### src/rtl/pipe_ctrl_pkg.sv
// Shared definitions for the pipeline hazard controller: FSM encoding and
// the architectural zero register.
package pipe_ctrl_pkg;

    typedef enum logic {
        RUN      = 1'b0,
        MEM_WAIT = 1'b1
    } state_t;

    localparam logic [4:0] REG_ZERO = 5'd0;

endpackage

### src/rtl/pipe_hazard_ctrl_hazard_detect.sv
// Combinational hazard sources: load-use dependency between EX and ID, and
// an outstanding data-memory access that has not completed this cycle.
module hazard_detect
    import pipe_ctrl_pkg::*;
(
    input  logic [4:0] ID_rs,
    input  logic [4:0] ID_rt,
    input  logic       ID_useRt,
    input  logic       EX_MemRead,
    input  logic [4:0] EX_rd,
    input  logic       mem_req,
    input  logic       mem_ready,
    output logic       load_use,
    output logic       mem_miss
);

    logic rs_match;
    logic rt_match;

    // Writes to r0 are discarded, so a load into r0 never creates a dependency.
    assign rs_match = (EX_rd == ID_rs);
    assign rt_match = ID_useRt && (EX_rd == ID_rt);
    assign load_use = EX_MemRead && (EX_rd != REG_ZERO) && (rs_match || rt_match);

    assign mem_miss = mem_req && !mem_ready;

endmodule

### src/rtl/pipe_hazard_ctrl.sv
// Stall/flush generator for the 5-stage pipeline: load-use, control transfer
// and multi-cycle data-memory wait with timeout abort.
module pipe_hazard_ctrl
    import pipe_ctrl_pkg::*;
#(
    parameter int MEM_TIMEOUT = 64,
    parameter int CNT_W       = 16
) (
    input  logic             clk,
    input  logic             rst,
    input  logic [4:0]       ID_rs,
    input  logic [4:0]       ID_rt,
    input  logic             ID_useRt,
    input  logic             ID_jump,
    input  logic             EX_MemRead,
    input  logic [4:0]       EX_rd,
    input  logic             EX_branchTaken,
    input  logic             mem_req,
    input  logic             mem_ready,
    output logic             PC_Stall,
    output logic             ID_Stall,
    output logic             ID_Flush,
    output logic             EX_Stall,
    output logic             EX_Flush,
    output logic             M_Stall,
    output logic             MEM_Stall,
    output logic             MEM_Flush,
    output logic             mem_err,
    output logic [CNT_W-1:0] stall_cnt
);

    localparam int              WC_W    = $clog2(MEM_TIMEOUT) + 1;
    localparam logic [WC_W-1:0] WC_LAST = WC_W'(MEM_TIMEOUT - 1);

    state_t          state_reg, state_next;
    logic [WC_W-1:0] wait_cnt_reg, wait_cnt_next;
    logic            mem_err_reg, mem_err_next;
    logic [CNT_W-1:0] stall_cnt_reg;

    logic load_use;
    logic mem_miss;
    logic freeze;

    hazard_detect u_detect (
        .ID_rs      (ID_rs),
        .ID_rt      (ID_rt),
        .ID_useRt   (ID_useRt),
        .EX_MemRead (EX_MemRead),
        .EX_rd      (EX_rd),
        .mem_req    (mem_req),
        .mem_ready  (mem_ready),
        .load_use   (load_use),
        .mem_miss   (mem_miss)
    );

    always_comb begin
        state_next    = state_reg;
        wait_cnt_next = wait_cnt_reg;
        mem_err_next  = 1'b0;
        freeze        = 1'b0;
        PC_Stall      = 1'b0;
        ID_Stall      = 1'b0;
        ID_Flush      = 1'b0;
        EX_Stall      = 1'b0;
        EX_Flush      = 1'b0;
        M_Stall       = 1'b0;
        MEM_Stall     = 1'b0;
        MEM_Flush     = 1'b0;

        if (!rst) begin
            unique case (state_reg)
                RUN: begin
                    if (mem_miss) begin
                        freeze        = 1'b1;
                        state_next    = MEM_WAIT;
                        wait_cnt_next = WC_W'(1);
                    end else if (EX_branchTaken) begin
                        ID_Flush = 1'b1;
                        EX_Flush = 1'b1;
                    end else if (load_use) begin
                        // A pending jump stays held in ID and flushes once the stall clears.
                        PC_Stall = 1'b1;
                        ID_Stall = 1'b1;
                        EX_Flush = 1'b1;
                    end else if (ID_jump) begin
                        ID_Flush = 1'b1;
                    end
                end
                MEM_WAIT: begin
                    // Branch/jump sources are frozen here and re-present after release.
                    if (mem_ready) begin
                        state_next    = RUN;
                        wait_cnt_next = '0;
                    end else if (wait_cnt_reg == WC_LAST) begin
                        MEM_Flush     = 1'b1;
                        mem_err_next  = 1'b1;
                        state_next    = RUN;
                        wait_cnt_next = '0;
                    end else begin
                        freeze        = 1'b1;
                        wait_cnt_next = wait_cnt_reg + 1'b1;
                    end
                end
            endcase
        end

        // Upstream registers hold while MEM/WB takes a bubble.
        if (freeze) begin
            PC_Stall  = 1'b1;
            ID_Stall  = 1'b1;
            EX_Stall  = 1'b1;
            M_Stall   = 1'b1;
            MEM_Flush = 1'b1;
        end
    end

    always_ff @(posedge clk) begin
        if (rst) begin
            state_reg     <= RUN;
            wait_cnt_reg  <= '0;
            mem_err_reg   <= 1'b0;
            stall_cnt_reg <= '0;
        end else begin
            state_reg    <= state_next;
            wait_cnt_reg <= wait_cnt_next;
            mem_err_reg  <= mem_err_next;
            if (PC_Stall && (stall_cnt_reg != {CNT_W{1'b1}})) begin
                stall_cnt_reg <= stall_cnt_reg + 1'b1;
            end
        end
    end

    assign mem_err   = mem_err_reg;
    assign stall_cnt = stall_cnt_reg;

endmodule

### config.mk
export PLATFORM = sky130hd
export DESIGN_NAME = pipe_hazard_ctrl
export DESIGN_NICKNAME = d
export VERILOG_FILES = /design/src/rtl/pipe_ctrl_pkg.sv /design/src/rtl/pipe_hazard_ctrl_hazard_detect.sv /design/src/rtl/pipe_hazard_ctrl.sv
export SDC_FILE = /design/constraint.sdc
export NUM_CORES = 1
export LEC_CHECK = 0
export CORE_ASPECT_RATIO = 0.9
export CORE_MARGIN = 4
export CORE_UTILIZATION = 48
export CTS_BUF_LIST = sky130_fd_sc_hd__clkbuf_2 sky130_fd_sc_hd__clkbuf_4 sky130_fd_sc_hd__clkbuf_8
export DETAILED_ROUTE_END_ITERATION = 6
export PLACE_DENSITY_LB_ADDON = 0.2
export REMOVE_ABC_BUFFERS = 1
export SETUP_SLACK_MARGIN = 0.02
export SLEW_MARGIN = 5
export SYNTH_ARGS = -nofsm -noshare
export SYNTH_HDL_FRONTEND = slang
export SYNTH_SLANG_ARGS = --single-unit
### constraint.sdc
create_clock -name clk -period 3.51 [get_ports clk]
set_input_delay 0.8775 -clock clk [delete_from_list [all_inputs] [get_ports clk]]
set_output_delay 0.8775 -clock clk [all_outputs]
set_load 0.05 [all_outputs]
**After elaboration in Yosys (flattened, before gate mapping)**

Index checks and enable logic that the tools add are counted.

- Add/subtract/negate cells: 2
- $mul: 0
- Div/mod/pow operators: 0
- Order comparisons: 0
- Equal/unequal tests: 5
- Shift operators: 0
- Mux-type cells: 31
- Bitwise gates (word level): 1
- Reduce and logical (&&, ||, !) cells: 8

Operator list:

| cell | count |
|---|---|
| $mux W1 | 26 |
| $mux W7 | 3 |
| $add A16 B1 Y16 const B | 1 |
| $ne A16 B16 Y1 const B | 1 |
| $pmux W7 S2 | 1 |
| $eq A5 B5 Y1 | 2 |
| $add A7 B1 Y7 const B | 1 |
| $eq A7 B6 Y1 const B | 1 |
| $logic_and A1 B1 Y1 | 5 |
| $reduce_bool A5 Y1 | 1 |
| $ne A2 B2 Y1 const B | 1 |
| $pmux W1 S2 | 1 |
| $logic_not A1 Y1 | 1 |
| $logic_or A1 B1 Y1 | 1 |
| $not A1 Y1 | 1 |

- Flip-flop bits (word level): 25
- Bits in latches: 0
- RAM bits: 0
- ROM bits: 0
- Word-level logic and storage cells: 51
- Memories kept: 0

**Logic depth before layout (Yosys ltp)**

- Word-level depth: 11
- Mapped depth: 9

**Hierarchy**

From an unflattened synthesis, not the netlist that was laid out.

- Cells, all modules: 174
- Area, all modules: 1,460.2 sq um

Modules (own cells, without submodules):

| module | instances | cells an instance | area an instance (sq um) | sequential area each (sq um) |
|---|---|---|---|---|
| pipe_hazard_ctrl | 1 | 156 | 1,321.3 | 500.5 |
| hazard_detect | 1 | 18 | 138.9 | 0.0 |

**Worst setup path after synthesis**

OpenSTA, ideal clock, no wires.

- Kind: input to output
- Start point: input port mem_req
- End point: output port PC_Stall
- Data arrival time: 2,404 ps
- Path slack: 228 ps
- Stages: 6
- Path buffers: 2
- Path through: nor2_2 a2111oi_4 a21oi_2 buf_6 inv_4 buf_4

- Cells in the longest elaborated chain, start to end: 5

Ends and longest elaborated chain:

| element | RTL line | text |
|---|---|---|
| start, declared | pipe_hazard_ctrl.sv:18 | `input logic mem_req,` |
| $logic_and A1 B1 Y1 * | pipe_hazard_ctrl_hazard_detect.sv:25 | `assign mem_miss = mem_req && !mem_ready;` |
| $mux W1 | pipe_hazard_ctrl.sv:73 | `if (mem_miss) begin` |
| $pmux W1 S2 or $mux W1 (tied branches) | -- |  |
| $mux W1 | pipe_hazard_ctrl.sv:70 | `if (!rst) begin` |
| $mux W1 * | -- |  |
| end, declared | pipe_hazard_ctrl.sv:20 | `output logic PC_Stall,` |

Every way passes the cells marked *; elsewhere a longest branch is shown, timed or not.

**Final worst setup path**

- Start point: input port EX_rd[1]
- End point: output port ID_Flush

- Cells in the longest elaborated chain, start to end: 9

Ends and longest elaborated chain:

| element | RTL line | text |
|---|---|---|
| start, declared | pipe_hazard_ctrl.sv:16 | `input logic [4:0] EX_rd,` |
| $eq A5 B5 Y1 | pipe_hazard_ctrl_hazard_detect.sv:22 | `assign rt_match = ID_useRt && (EX_rd == ID_rt);` |
| $logic_and A1 B1 Y1 | pipe_hazard_ctrl_hazard_detect.sv:22 |  |
| $logic_or A1 B1 Y1 | pipe_hazard_ctrl_hazard_detect.sv:23 | `assign load_use = EX_MemRead && (EX_rd != REG_ZERO) && (rs_match \|\| rt_match);` |
| $logic_and A1 B1 Y1 * | pipe_hazard_ctrl_hazard_detect.sv:23 |  |
| $mux W1 * | pipe_hazard_ctrl.sv:80 | `end else if (load_use) begin` |
| $mux W1 * | pipe_hazard_ctrl.sv:77 | `end else if (EX_branchTaken) begin` |
| $mux W1 * | pipe_hazard_ctrl.sv:73 |  |
| $mux W1 * | pipe_hazard_ctrl.sv:71 | `unique case (state_reg)` |
| $mux W1 * | pipe_hazard_ctrl.sv:70 |  |
| end, declared | pipe_hazard_ctrl.sv:22 | `output logic ID_Flush,` |

Marked as above.

==> parameters.txt <==
Parameter                              Value

Outcome
  Status    finished clean

Place
  Weighted congestion reported at the end of routability-driven placement    a little over 0.8
  Half-perimeter wire length after placement    about 3.2 mm
  Total placed cells including tap cells    266
  Number of I/O port buffers    46

GRT
  Number of antenna violations at the first check in global routing    0
  Met2 layer usage reported by global route    between 30 and 40%
  Largest net degree at the start of global routing    21
  Global routing met1 resource utilization    between 20% and 30%
  Via count of the first global-routing pass    1575
  Layer with the highest usage after global routing    met2
  Aggregate global-route resource usage    slightly above 20%
  First-pass GRT wire length    about 6.5 mm
  GR met3 Demand/Resource    ~5.3%
  Remaining Overflow, GRT    0

STA
  Part of the cycle the worst path needs    97.5%
  Final sum of negative setup slack    0 ns
  Max-slew headroom at the worst pin    between 20 and 30%
  Max Clock Skew    between 0.005 and 0.006 ns
  Unrepaired setup endpoints after global routing    false
  Transition at the pin with the smallest max-transition slack    between 1 and 1.5 ns
  Post-Route Hold Slack    slightly below 0.5 ns
  Fin. Hold Viols    0
  Setup-failing EPs final    0
  Max frequency    slightly below 0.3 GHz
  Post-layout minimum cycle time    roughly 3.4 ns
  Final number of max-transition violations    0

Clocking
  Bufs on Longest Clock Path    2
  Count of buffers added by post-CTS timing repair for setup    0
  Cts repair resizes    0
  Clock sinks    25
  Buffer cell driving the clock tree root    sky130_fd_sc_hd__clkbuf_4
  Cts bufs inserted    3
  Number of hold buffers added after cts    0
  Clock-pin slew reported for the worst setup and hold paths after clock tree synthesis    about 0.14 ns
  Clock H-tree levels    1
  Clock tree from TritonCTS    yes
  Clock Latency Late Sink    between 0.3 and 0.4 ns

Hold path
  Worst min-delay path class    flop to flop
  Worst hold path cell count    1
  Worst-case hold path end point    wait_cnt_reg[5]$_SDFFE_PP0P_
  Source of the worst hold timing path    wait_cnt_reg[5]$_SDFFE_PP0P_

Power
  Power density over the cells    roughly 260 nW/µm²
  Max VDD drop    between 0.15 and 0.2 mV
  Total leakage power    just under 0.8 nW

Floorplan
  Effective utilization at floorplan    between 50% and 60%
  Width of the die    ~67 µm
  Die Footprint    between 4000 and 5000 µm²
  CORE AREA    2860 µm²
  Vert. Die Dim    around 61 µm
  Number of top-level pins    48
  FP Rows    18

Setup path
  Critical Path End Type    output port
  CP arrival    2.54 ns
  Maximum fanout along the worst path    2
  Worst-case register-to-register setup slack    1.17 ns
  Critical Setup Path Class    input port to output port
  Startpoint Class    input port
  Req. time, crit path    2.63 ns
  RR Endpoint    stall_cnt[15]$_SDFFE_PP0P_
  FF-to-FF path depth    8
  RR Startpoint    wait_cnt_reg[0]$_SDFFE_PP0P_

Cells and area
  Net count of the finished layout    roughly 260
  Commonest non-fill, non-tap cell in the layout    sky130_fd_sc_hd__clkdlybuf4s50_1
  Fraction of final layout cells sized beyond drive strength 1    between 10% and 20%
  Highest-count cells in the layout ignoring fill and taps    39 x sky130_fd_sc_hd__clkdlybuf4s50_1, 25 x sky130_fd_sc_hd__dfxtp_1, 14 x sky130_fd_sc_hd__nand2_1, 14 x sky130_fd_sc_hd__nand3_1, 13 x sky130_fd_sc_hd__buf_4
  Final cell utilization of the core    between 70% and 80%
  Post-layout instance count excluding filler cells    270
  Antenna diode count    0
  Area added between synthesis and finish    41.5%
  Filler cell count in the final layout    234
  Number of flip-flops under the largest register name    16

Drt
  Remaining design rule violation count    0
  Number of nets with antenna violations after routing    0
  Post-DR wirelength/cell    ~15 µm
  Iteration count of the initial detailed-routing pass    4
  Total via count after detailed routing    1576
  Total routed wirelength    between 4 and 5 mm
  Initial drt markers    between 70 and 80
  Number of vias per cell after detailed routing    5.84

Logic synthesis
  Mean cell area of the mapped netlist    about 8.5 µm²
  Fraction of synthesis flops using an asynchronous set or reset pin    0%
  Post-Synthesis Cell Area    about 1500 µm²
  Post-Syn Instances    177
  Sequential-to-total area share from yosys stat    33.3%
  Flop and latch count out of synthesis    25
  Cell variety after synth    52
  EDFF count, synth    0
  Most used flip-flop cell after synthesis    sky130_fd_sc_hd__dfxtp_1
  Number of warning messages in the yosys log    0

Flow run
  Max-cap viol count    0
==> how the worst max path moves through the flow <==
stage / cells after the start / slack (ns) / end / startpoint
floorplan: 4 / -0.30 / ID_Stall / mem_req
global placement: 7 / 0.11 / ID_Flush / EX_rd[1]
detailed placement: 7 / 0.08 / ID_Flush / EX_rd[1]
CTS: 7 / 0.07 / ID_Flush / EX_rd[1]
global route: 7 / 0.03 / PC_Stall / EX_rd[1]
finish: 7 / 0.09 / ID_Flush / EX_rd[1]
==> area by class of cell <==
cell class              instances  area (µm²)  area share, %
well taps                      40        50.0           2.36
multi-input cells             136         926           43.6
clock buffers                   3        22.5           1.06
repair buffers                 57         588           27.7
flip-flops and latches         25         500           23.6
clock inverters                 1        5.00          0.236
inverters                       8        32.5           1.53
==> per-stage QoR <==
stage	instance area [µm²]	worst slack, ns	total power (W)
6_report	2120	0.0893	0.000549
5_1_grt	2120	0.0282	0.000565
4_1_cts	2110	0.0724	0.000551
3_5_place_dp	2080	0.0768	0.000419
3_3_place_gp	2080	0.108	0.000416
2_1_floorplan	1450	-0.302	0.000351
==> cell usage after synthesis, drive strengths merged (2+ instances only) <==
cell type	number	area, µm²
dfxtp	25	500
nand3	15	80.1
nand2	14	52.6
a21oi	11	58.8
xnor2	10	87.6
o21ai	9	48.8
and3	8	50.1
inv	8	32.5
nor2	7	28.8
buf	5	45.0
nand4	5	31.3
or4	5	37.5
and2	4	25.0
nor3	4	30.0
o311ai	4	35.0
o31ai	4	30.0
or3	4	25.0
clkbuf	3	11.3
a41o	2	20.0
ha	2	25.0
mux2	2	26.3
mux2i	2	20.0
nor2b	2	12.5
nor4	2	18.8
o2111ai	2	17.5
o22ai	2	12.5
o41ai	2	17.5
or2	2	12.5
==> metal layers <==
layer	part of all wire, %	wire length, µm
met4	1.5	63
met5	0	0
met3	6.8	278
met2	49	2010
met1	42	1730
==> cells by family (layout without fill, tap and decap cells) <==
kind of cell,after synthesis,after routing,share of synthesized area (%)
other,1,1,0.250
muxes,4,4,3.08
buffers and inverters,16,69,5.92
DFF,25,25,33.3
adders and majority gates,2,2,1.67
xor gates and xnor gates,10,10,5.83
and+or+nand+nor,76,76,28.9
AOI/OAI and AO/OA,43,43,21.0
==> worst max-delay path, cell delays in order <==
cell and delay, ns:
sky130_fd_sc_hd__clkdlybuf4s50_1 0.42, sky130_fd_sc_hd__or4_4 0.55, sky130_fd_sc_hd__o21ai_4 0.17, sky130_fd_sc_hd__nand2b_1 0.14
sky130_fd_sc_hd__a21oi_1 0.08, sky130_fd_sc_hd__nor2_2 0.15, sky130_fd_sc_hd__buf_12 0.15
==> power by group <==
group	internal (W)	leakage [nW]	total (W)	switching (W)
clock network	0.0000428	0.0177	0.000133	0.0000905
registers	0.000286	0.202	0.000290	0.00000350
logic	0.0000626	0.563	0.000125	0.0000629
(Power assumes the default switching activity.)
